`config.mk`:
```
export PLATFORM = sky130hd
export DESIGN_NAME = uart_rx_word_assembler
export DESIGN_NICKNAME = d
export VERILOG_FILES = /design/src/rtl/uart_pkg.sv /design/src/rtl/uart_timeout_timer.sv /design/src/rtl/uart_rx_word_assembler.sv
export SDC_FILE = /design/constraint.sdc
export NUM_CORES = 1
export LEC_CHECK = 0
export BUFFER_PORTS_ARGS = -buffer_cell sky130_fd_sc_hd__clkbuf_2
export CAP_MARGIN = 40
export CORE_MARGIN = 2
export CORE_UTILIZATION = 45
export CTS_CLUSTER_DIAMETER = 150
export DETAILED_ROUTE_END_ITERATION = 8
export HOLD_SLACK_MARGIN = 0.03
export PLACE_DENSITY = 0.66
export SYNTH_ARGS = -nofsm -noshare
export SYNTH_HDL_FRONTEND = slang
export SYNTH_HIERARCHICAL = 1
export SYNTH_SLANG_ARGS = --single-unit
```
`constraint.sdc`:
```
create_clock -name Clk -period 4.78 [get_ports Clk]
set_input_delay 0.478 -clock Clk [delete_from_list [all_inputs] [get_ports Clk]]
set_output_delay 0.478 -clock Clk [all_outputs]
set_load 0.01 [all_outputs]
```
`src/rtl/uart_pkg.sv`:
```
// uart_pkg: shared types and constants for the UART byte-side logic
package uart_pkg;
    localparam int BYTE_W = 8;
    typedef enum logic {IDLE, COLLECT} asm_state_t;
endpackage

```
`src/rtl/uart_timeout_timer.sv`:
```
// uart_timeout_timer: loadable down-counter that flags the cycle it decrements from 1 to 0
module uart_timeout_timer #(
    parameter int TIMEOUT_CYC = 50000,
    localparam int TW = $clog2(TIMEOUT_CYC + 1)
) (
    input  logic Clk,
    input  logic reset,
    input  logic load,
    input  logic dec,
    output logic expire
);
    logic [TW-1:0] cnt;
    assign expire = dec && cnt == TW'(1);
    always_ff @(posedge Clk) begin
        if (reset) cnt <= '0;
        else if (load) cnt <= TW'(TIMEOUT_CYC);
        else if (dec && cnt != '0) cnt <= cnt - TW'(1);
    end
endmodule

```
`src/rtl/uart_rx_word_assembler.sv`:
```
// uart_rx_word_assembler: packs NUM_BYTES error-free received bytes into one word, first byte in the MSBs
module uart_rx_word_assembler import uart_pkg::*; #(
    parameter int NUM_BYTES = 2,
    parameter int TIMEOUT_CYC = 50000,
    localparam int W = BYTE_W * NUM_BYTES
) (
    input  logic         Clk,
    input  logic         reset,
    input  logic         en,
    input  logic [7:0]   Rx_DATA,
    input  logic         Rx_VALID,
    input  logic         Rx_PERROR,
    input  logic         Rx_FERROR,
    output logic [W-1:0] word_out,
    output logic         word_valid,
    output logic [2:0]   byte_cnt,
    output logic         err_pulse,
    output logic         tmo_pulse,
    output logic         err_sticky
);
    asm_state_t state, state_n;
    logic vld_q, ev, good, bad, load, dec, expire;
    logic wv_n, err_n, tmo_n, sticky_n;
    logic [2:0] cnt_n, nb;
    logic [W-1:0] shreg, shreg_n, word_n, base, shifted;

    assign ev = Rx_VALID & ~vld_q & en;
    assign good = ev & ~(Rx_PERROR | Rx_FERROR);
    assign bad = ev & (Rx_PERROR | Rx_FERROR);

    uart_timeout_timer #(.TIMEOUT_CYC(TIMEOUT_CYC)) u_tmr (
        .Clk(Clk), .reset(reset), .load(load), .dec(dec), .expire(expire)
    );

    always_comb begin
        base = (state == IDLE) ? {W{1'b0}} : shreg;
        shifted = (base << BYTE_W) | W'(Rx_DATA);
        nb = ((state == IDLE) ? 3'd0 : byte_cnt) + 3'd1;
        dec = state == COLLECT && en && !ev;
        state_n = state;
        shreg_n = shreg;
        cnt_n = byte_cnt;
        word_n = word_out;
        sticky_n = err_sticky;
        wv_n = 1'b0;
        err_n = 1'b0;
        tmo_n = 1'b0;
        load = 1'b0;
        // Event beats a same-cycle expiry because it is tested first
        if (!en) begin
            state_n = IDLE;
            shreg_n = '0;
            cnt_n = '0;
        end else if (good && nb == 3'(NUM_BYTES)) begin
            state_n = IDLE;
            shreg_n = '0;
            cnt_n = '0;
            word_n = shifted;
            wv_n = 1'b1;
            sticky_n = 1'b0;
        end else if (good) begin
            state_n = COLLECT;
            shreg_n = shifted;
            cnt_n = nb;
            load = 1'b1;
        end else if (bad || expire) begin
            state_n = IDLE;
            shreg_n = '0;
            cnt_n = '0;
            err_n = bad;
            tmo_n = ~bad;
            sticky_n = 1'b1;
        end
    end

    always_ff @(posedge Clk) begin
        if (reset) begin
            state <= IDLE;
            vld_q <= 1'b0;
            shreg <= '0;
            byte_cnt <= '0;
            word_out <= '0;
            word_valid <= 1'b0;
            err_pulse <= 1'b0;
            tmo_pulse <= 1'b0;
            err_sticky <= 1'b0;
        end else begin
            state <= state_n;
            vld_q <= Rx_VALID;
            shreg <= shreg_n;
            byte_cnt <= cnt_n;
            word_out <= word_n;
            word_valid <= wv_n;
            err_pulse <= err_n;
            tmo_pulse <= tmo_n;
            err_sticky <= sticky_n;
        end
    end
endmodule
```
==> results of run 1 <==
-- how the worst max path moves through the flow --
stage                     slack [ns]      from  cells after the start            end
final                           2.13     state                      6  u_tmr/cnt[15]
after global routing            1.90     state                      6  u_tmr/cnt[15]
after CTS                       2.19     state                      6  u_tmr/cnt[15]
after detailed placement        2.13  Rx_VALID                      7   u_tmr/cnt[7]
after global placement          2.18  Rx_VALID                      7   u_tmr/cnt[7]
after floorplan                 2.31     state                     11   u_tmr/cnt[7]
-- critical path, stage by stage (launching register included) --
cell     delay, ns
dfxtp_1       0.66
nand2_1       0.09
nor2_1        0.38
nor3b_2       0.41
nand3_1       0.30
or4_1         0.57
a31oi_1       0.16
-- stage by stage --
stage | instance area, sq um | std cells
3_3_place_gp | 2400 | 340
4_1_cts | 2510 | 350
3_5_place_dp | 2420 | 342
2_1_floorplan | 2240 | 253
6_report | 2510 | 350
5_1_grt | 2510 | 350
-- area by class of cell --
cell class	instances	area share, %
clock inverters	3	0.846
inverters	5	0.746
multi-input cells	183	45.3
clock buffers	5	2.74
repair buffers	38	8.06
flip-flops and latches	49	39.0
well taps	67	3.33
-- layout by cell type, fill, tap and decap left out, types with 3 or more instances in the layout --
master / count
nand2_1: 10
clkbuf_2: 36
a31oi_1: 7
and3_1: 3
a21oi_1: 25
dfxtp_1: 49
nand3_1: 12
a22oi_1: 10
inv_1: 5
a21o_1: 3
nor2_1: 19
or4_1: 6
or3_1: 7
nor2b_1: 4
nand4_1: 10
o21ai_0: 14
o31ai_1: 5
ha_1: 4
nor3b_1: 3
nor3_1: 5
and2_1: 3
o21ai_1: 8
clkbuf_8: 5
-- kinds of logic after synthesis --
family,count (synthesis),synth area share [%]
AO/OA/AOI/OAI,78,20.8
buffers and inverters,21,5.36
multiplexers,4,2.57
adder cells (fa/ha/maj),4,2.23
XOR/XNOR,1,0.391
flip-flops,49,43.8
AND/OR/NAND/NOR,96,24.9
-- sequential cells by signal, indices dropped and copies added (netlist names) --
register    cells
word_valid      1
vld_q           1
err_sticky      1
u_tmr/cnt      16
word_out       16
state           1
err_pulse       1
byte_cnt        3
tmo_pulse       1
shreg           8
-- power groups by stage --
stage / sequential [mW] / combinational (mW) / clock [mW]
after floorplan: 0.424 / 0.0335 / 0
after global placement: 0.424 / 0.0461 / 0
after detailed placement: 0.424 / 0.0472 / 0
after CTS: 0.415 / 0.0475 / 0.258
after global routing: 0.415 / 0.0527 / 0.275
final: 0.415 / 0.0475 / 0.254
-- per-layer routing --
metal	global-route usage, %	vias up	wire length, um
li1	-	1000	-
met2	25.9	46	2080
met4	6.55	0	68
met5	0	-	0
met1	26.6	890	2500
met3	4.88	8	225
==> impl_metrics.py, run 1 <==
metrics = {
    "outcome": {
        "outcome": "finished, final reports clean",
    },
    "timing": {
        "fin_crit_ns": 2.65,
        "drv_slew": 0,
        "setup_slack_ns": 2.13,
        "maxSlewHeadroom_pct": 51.2,
        "finalSetupViolCount": 0,
        "final-hold-violation-count": 0,
        "finalCritPeriodShare_pct": 55.4,
        "tns_ns": 0,
        "skew_ns": 0.00788,
        "worstMarginPinSlew_ns": 0.730,
        "fmax_mhz": 377,
        "hold_slack_ns": 0.397,
        "rsz0062_at_grt": "no",
    },
    "clock_tree": {
        "cts.sinks": 49,
        "cts_tree": "built",
        "clock_latency_ns": 0.31,
        "hold_buffers": 0,
        "clk_path_buf_depth": 2,
        "cts_buffers": 5,
        "post_cts_resize_count": 0,
        "cts_root_buf": "clkbuf_8",
        "htree_levels": 2,
        "path_clk_slew_ns": 0.09,
        "cts_setup_buffers": 0,
    },
    "critical_path": {
        "arrival_ns": 2.88,
        "r2r_cells": 6,
        "cp_max_fo": 13,
        "r2r-start": "state",
        "r2r_slack_ns": 2.13,
        "required_ns": 5.01,
        "crit_type": "reg -> reg",
        "endpoint_kind": "flip-flop",
        "crit_path_start_kind": "flip-flop",
        "worstReg2RegEnd": "u_tmr/cnt[15]",
    },
    "cells_and_area": {
        "nFillCells": 472,
        "diodes": 0,
        "drive_gt1_share_pct": 20.1,
        "multi_input_area_sq_um": 1140,
        "fin_util_pct": 52.9,
        "regArea_sq_um": 981,
        "nNetsFinal": 300,
        "area_delta_synth_final_pct": 12.3,
    },
    "detailed_routing": {
        "avgViaCountPerCell": 5.55,
        "drtIter0Drc": 80,
        "avgRoutedWirePerCell_um": 13.9,
        "dr_total_vias": 1944,
        "drcViolationCount": 0,
        "first_pass_iters": 5,
        "ant_nets": 0,
        "routed_wirelength_um": 4870,
    },
    "global_routing": {
        "grt_pass1_vias": 1618,
        "grt_util_all_layers_pct": 18.2,
        "overflow": 0,
        "antenna_found_initial": 0,
        "grt_max_degree": 30,
        "grt_pass1_wl_um": 7710,
    },
    "yosys": {
        "syn_area_sq_um": 2240,
        "syn_inst": 253,
        "yosysSeqAreaShare_pct": 43.8,
        "synth_most_common_cell": "dfxtp_1",
        "syn_nets": 271,
        "synth_edf_count": 0,
        "synth-seq-cells": 49,
        "synth-main-ff-cell": "dfxtp_1",
        "synth_top_area_share_pct": 43.8,
        "async_flop_share_pct": 0,
        "synth_top_area_cell": "dfxtp_1",
        "synth_cell_types": 44,
        "ys_top_cells_by_area": "dfxtp_1, a21oi_1, a22oi_1, nor2_1, o21ai_0",
        "synth_common_cells": "dfxtp_1, a21oi_1, nor2_1, o21ai_0, nand3_1",
        "syn_area_per_cell_sq_um": 8.85,
        "yosys_warnings": 6,
    },
    "power": {
        "p_seq_share_pct": 57.9,
        "p_total_mw": 0.716,
        "leakage_nw": 0.957,
        "p_comb_share_pct": 6.6,
        "p_int_mw": 0.532,
        "peakVddDrop_mv": 0.134,
        "p_sw_mw": 0.183,
        "p_clk_share_pct": 35.4,
        "p_sw_share_pct": 25.6,
        "power.density_nw_per_um2": 285,
    },
    "place": {
        "io_buffers": 36,
        "place_congestion": 0.857,
        "dp_hpwl_um": 3300,
        "pre_cts_slack_ns": 2.13,
    },
    "worst_hold_path": {
        "hold_class": "in -> reg",
        "hp-start": "Rx_VALID",
        "holdPathStages": 2,
        "min_to": "vld_q",
    },
    "die": {
        "ios": 37,
        "rows": 25,
        "die_w_um": 74.5,
        "start_util_pct": 47.1,
        "dieArea_sq_um": 5560,
        "chipHeight_um": 74.5,
        "coreArea_sq_um": 4750,
    },
    "flow_run": {
        "drv_cap": 0,
    },
}
No activity file was read; power rests on OpenSTA's default activity.
==> run 2: changes to the inputs <==
- ABC_AREA: default -> 1
- PLACE_DENSITY: 0.66 -> 0.68
- clock period: 4.78 -> 2.3 ns (I/O delays scaled with it)
==> impl_metrics.py, run 2 <==
metrics = {
    "outcome": {
        "outcome": "finished, final reports clean",
    },
    "die": {
        "rows": 27,
        "dieArea_sq_um": 6180,
        "chipHeight_um": 78.6,
        "die_w_um": 78.6,
        "start_util_pct": 46.0,
        "coreArea_sq_um": 5440,
        "ios": 37,
    },
    "cells_and_area": {
        "nNetsFinal": 429,
        "diodes": 0,
        "layout_common_cells": "nand2_1, nor2_1, inv_1",
        "multi_input_area_sq_um": 1230,
        "regArea_sq_um": 981,
        "final_common_cell": "nand2_1",
        "area_delta_synth_final_pct": 14.1,
        "nFillCells": 551,
        "reg.largest.list": "u_tmr/cnt (16), word_out (16), shreg (8)",
        "stdcell_area_sq_um": 2860,
        "drive_gt1_share_pct": 16.7,
    },
    "timing": {
        "skew_ns": 0.0121,
        "setup_slack_ns": 0.225,
        "worstMarginPinSlew_ns": 0.517,
        "final-hold-violation-count": 0,
        "rsz0062_at_grt": "no",
        "tns_ns": 0,
        "finalCritPeriodShare_pct": 90.2,
        "drv_slew": 0,
        "fin_crit_ns": 2.07,
        "finalSetupViolCount": 0,
        "fmax_mhz": 482,
        "hold_slack_ns": 0.146,
        "maxSlewHeadroom_pct": 65.4,
    },
    "power": {
        "p_sw_share_pct": 24.5,
        "power.density_nw_per_um2": 569,
        "leakage_nw": 1.48,
        "p_int_mw": 1.23,
        "p_comb_share_pct": 7.8,
        "p_seq_share_pct": 53.0,
        "p_sw_mw": 0.399,
        "peakVddDrop_mv": 0.375,
        "p_clk_share_pct": 39.3,
        "p_total_mw": 1.63,
    },
    "critical_path": {
        "crit_slowest_cell": "dfxtp_1",
        "cp-startpoint": "state",
        "arrival_ns": 2.31,
        "r2r-start": "state",
        "crit_type": "reg -> reg",
        "max_stage_delay_ns": 0.51,
        "endpoint_kind": "flip-flop",
        "required_ns": 2.53,
        "crit_chain": "nand2_1 -> inv_1 -> ha_1 -> nand3_1 -> nand2_1 -> a21oi_1 -> nor2_1 -> inv_1 -> nor3b_2",
        "crit_path_start_kind": "flip-flop",
        "cp_max_fo": 9,
    },
    "yosys": {
        "syn_area_per_cell_sq_um": 6.68,
        "synth_edf_count": 0,
        "syn_nets": 393,
        "ys_top_cells_by_area": "dfxtp_1, nand2_1, nor2_1, inv_1, nand3_1",
        "synth_top_area_share_pct": 39.2,
        "syn_inst": 375,
        "synth_cell_types": 29,
        "synth_most_common_cell": "nand2_1",
        "syn_area_sq_um": 2500,
        "yosysSeqAreaShare_pct": 39.2,
        "synth_top_area_cell": "dfxtp_1",
        "synth_common_cells": "nand2_1, nor2_1, inv_1, dfxtp_1, nand3_1",
        "async_flop_share_pct": 0,
        "synth-main-ff-cell": "dfxtp_1",
        "synth-seq-cells": 49,
        "yosys_warnings": 6,
    },
    "clock_tree": {
        "cts_setup_buffers": 0,
        "htree_levels": 2,
        "hold_buffers": 0,
        "path_clk_slew_ns": 0.09,
        "clock_latency_ns": 0.31,
        "cts_buffers": 5,
        "clk_path_buf_depth": 2,
        "post_cts_resize_count": 0,
        "cts_tree": "built",
        "cts.sinks": 49,
        "cts_root_buf": "clkbuf_8",
    },
    "detailed_routing": {
        "avgRoutedWirePerCell_um": 10.8,
        "dr_total_vias": 2283,
        "first_pass_iters": 4,
        "drtIter0Drc": 114,
        "routed_wirelength_um": 5250,
        "avgViaCountPerCell": 4.72,
        "ant_nets": 0,
        "drcViolationCount": 0,
    },
    "global_routing": {
        "overflow": 0,
        "grt_pass1_vias": 2048,
        "grt_pass1_wl_um": 8930,
        "grt_max_degree": 22,
        "antenna_found_initial": 0,
        "grt_util_all_layers_pct": 17.9,
    },
    "place": {
        "pre_cts_slack_ns": 0.237,
        "placed_cell_area_sq_um": 2740,
        "dp_hpwl_um": 3830,
        "io_buffers": 36,
        "place_congestion": 0.914,
    },
    "worst_hold_path": {
        "hold_class": "in -> reg",
        "hp-start": "Rx_VALID",
    },
    "flow_run": {
        "drv_cap": 0,
    },
}
## run 2: cell count changes after synthesis, moves of 10 or more
| cell | change |
|---|---|
| a22oi_1 | -10 |
| inv_1 | +53 |
| nand2_1 | +87 |
| nand3_1 | +11 |
| nor2_1 | +41 |
| o21ai_0 | -11 |
## run 2: power by group through the flow
stage / Combinational, mW / Sequential, mW / Clock (mW)
after detailed placement: 0.126 / 0.882 / 0
final: 0.126 / 0.862 / 0.639
after CTS: 0.126 / 0.862 / 0.663
after global placement: 0.125 / 0.882 / 0
after global routing: 0.144 / 0.864 / 0.687
after floorplan: 0.0908 / 0.880 / 0
## run 2: metal layers
| layer | GRT usage, % | wire length (um) | vias up |
|---|---|---|---|
| li1 | - | - | 1232 |
| met1 | 24.7 | 2700 | 993 |
| met2 | 28.2 | 2250 | 52 |
| met3 | 3.91 | 238 | 6 |
| met4 | 4.91 | 57 | 0 |
| met5 | 0 | 0 | - |
## run 2: worst max-delay path, delay by kind of cell (launching register included)
family	cells	cell delay [ns]
AOI/OAI and AO/OA	1	0.09
buffers and inverters	2	0.29
DFF	1	0.51
and+or+nand+nor	5	0.95
adders and majority gates	1	0.17
## run 2: cell families after synthesis
logic type                 share of synthesized area [%]
buffers and inverters                               11.9
DFF                                                 39.2
AOI/OAI and AO/OA                                   5.65
xor gates and xnor gates                           0.350
and+or+nand+nor                                     40.9
adders and majority gates                           2.00
## run 2: path summary, 6_finish.rpt
| path | slack [ns] | depth (start not counted) | end |
|---|---|---|---|
| worst max-delay path | 0.23 | 9 | u_tmr/cnt[5] |
| worst min-delay path | 0.15 | 3 | vld_q |
| worst max register to register | 0.23 | 9 | u_tmr/cnt[5] |
| worst min register to register | 0.47 | 2 | shreg[6] |
## run 2: area by class of cell
type                    instances  area share [%]
clock buffers                   5            2.41
inverters                      60            7.88
clock inverters                 3            1.66
repair buffers                 41            7.62
well taps                      72            3.15
flip-flops and latches         49            34.3
multi-input cells             254            43.0
## run 2: metrics by stage
step	std cells	util, %
finish	484	52.5
global route	484	52.5
global placement	476	50.4
CTS	484	52.5
floorplan	375	-
detailed placement	476	50.4
==> run 3: changes to the inputs <==
- CTS_BUF_LIST: default -> sky130_fd_sc_hd__clkbuf_4
==> impl_metrics.py, run 3 (synthesized netlist as in run 2, its figures left out) <==
metrics = {
    "outcome": {
        "outcome": "finished, final reports clean",
    },
    "detailed_routing": {
        "first_pass_iters": 5,
        "avgViaCountPerCell": 4.66,
        "drcViolationCount": 0,
        "ant_nets": 0,
        "avgRoutedWirePerCell_um": 10.7,
        "dr_total_vias": 2256,
        "routed_wirelength_um": 5190,
        "drtIter0Drc": 95,
    },
    "global_routing": {
        "grt_pass1_wl_um": 8940,
        "grt_pass1_vias": 2041,
        "grt_max_degree": 22,
        "overflow": 0,
        "grt_util_all_layers_pct": 17.9,
        "antenna_found_initial": 0,
    },
    "worst_hold_path": {
        "hold_class": "in -> reg",
        "holdPathStages": 3,
    },
    "cells_and_area": {
        "layout_common_cells": "nand2_1, nor2_1, inv_1",
        "area_delta_synth_final_pct": 12.8,
        "drive_gt1_share_pct": 16.5,
        "reg.largest.list": "u_tmr/cnt (16), word_out (16), shreg (8)",
        "nNetsFinal": 429,
        "final_common_cell": "nand2_1",
        "fin_util_pct": 51.9,
        "diodes": 0,
    },
    "flow_run": {
        "drv_cap": 0,
    },
    "critical_path": {
        "crit_path_start_kind": "flip-flop",
        "crit_slowest_cell": "dfxtp_1",
        "crit_type": "reg -> reg",
        "arrival_ns": 2.35,
        "cp_common_cell": "nand2_1",
        "required_ns": 2.56,
        "crit_chain": "nand2_1 -> inv_1 -> ha_1 -> nand3_1 -> nand2_1 -> buf_4 -> nand3_2 -> nand2_1 -> nor2_1",
        "max_stage_delay_ns": 0.52,
        "cp_max_fo": 14,
        "r2r_cells": 9,
        "endpoint_kind": "flip-flop",
    },
    "clock_tree": {
        "hold_buffers": 0,
        "cts_buffers": 5,
        "clock_latency_ns": 0.38,
        "clk_path_buf_depth": 2,
        "cts_root_buf": "clkbuf_4",
        "cts_setup_buffers": 0,
        "cts.sinks": 49,
        "path_clk_slew_ns": 0.17,
        "post_cts_resize_count": 0,
        "htree_levels": 2,
        "cts_tree": "built",
    },
    "die": {
        "start_util_pct": 46.0,
        "chipHeight_um": 78.6,
        "die_w_um": 78.6,
        "ios": 37,
        "rows": 27,
        "coreArea_sq_um": 5440,
        "dieArea_sq_um": 6180,
    },
    "timing": {
        "maxSlewHeadroom_pct": 64.7,
        "finalSetupViolCount": 0,
        "fmax_mhz": 479,
        "worstMarginPinSlew_ns": 0.527,
        "tns_ns": 0,
        "skew_ns": 0.0220,
        "final-hold-violation-count": 0,
        "fin_crit_ns": 2.09,
        "hold_slack_ns": 0.0707,
        "rsz0062_at_grt": "no",
        "drv_slew": 0,
        "finalCritPeriodShare_pct": 90.8,
    },
    "place": {
        "io_buffers": 36,
        "place_congestion": 0.914,
        "dp_hpwl_um": 3830,
    },
    "power": {
        "leakage_nw": 1.46,
        "peakVddDrop_mv": 0.294,
        "p_total_mw": 1.52,
        "power.density_nw_per_um2": 539,
    },
}
==> run 3: cell counts in the layout (fill, tap and decap cells not counted) <==
Identical to the previous run, type by type.
==> run 3: where the power goes <==
part	switching [mW]	total, mW	leakage [nW]	internal (mW)
registers	0.00726	0.864	0.395	0.856
clock network	0.295	0.532	0.0462	0.237
logic	0.0845	0.126	1.02	0.0416
==> run 3: worst paths after layout <==
check	startpoint	endpoint	slack [ns]
max	state	state	0.21
min	Rx_DATA[0]	shreg[0]	0.07
max reg2reg	state	state	0.21
min reg2reg	shreg[6]	shreg[6]	0.48
==> run 3: critical path: cells and delay by family, from the launching register on <==
family,cells,cell delay (ns)
fa+ha+maj,1,0.16
simple gates,6,1.02
flops,1,0.52
buf+inv,2,0.29
==> run 3: layer usage <==
metal  up-vias  track usage (%)  routed length, um
li1       1234                -                  -
met1       960             24.8               2660
met2        55             27.8               2200
met3         7             3.68                252
met4         0             5.79                 71
met5         -                0                  0
==> run 3: area by class of cell <==
cell class                      count  area, sq um
Timing Repair Buffer               41          218
Multi-Input combinational cell    254         1220
Sequential cell                    49          981
Inverter                           60          225
Fill cell                         558         2620
Tap cell                           72         90.1
Clock inverter                      3         47.5
Clock buffer                        5         37.5
==> run 3: through the flow <==
step	worst slack (ns)	cell area, sq um	instances
detailed placement	0.237	2740	476
CTS	0.234	2820	484
finish	0.212	2820	484
floorplan	0.188	2500	375
global placement	0.332	2740	476
global route	0.0203	2820	484
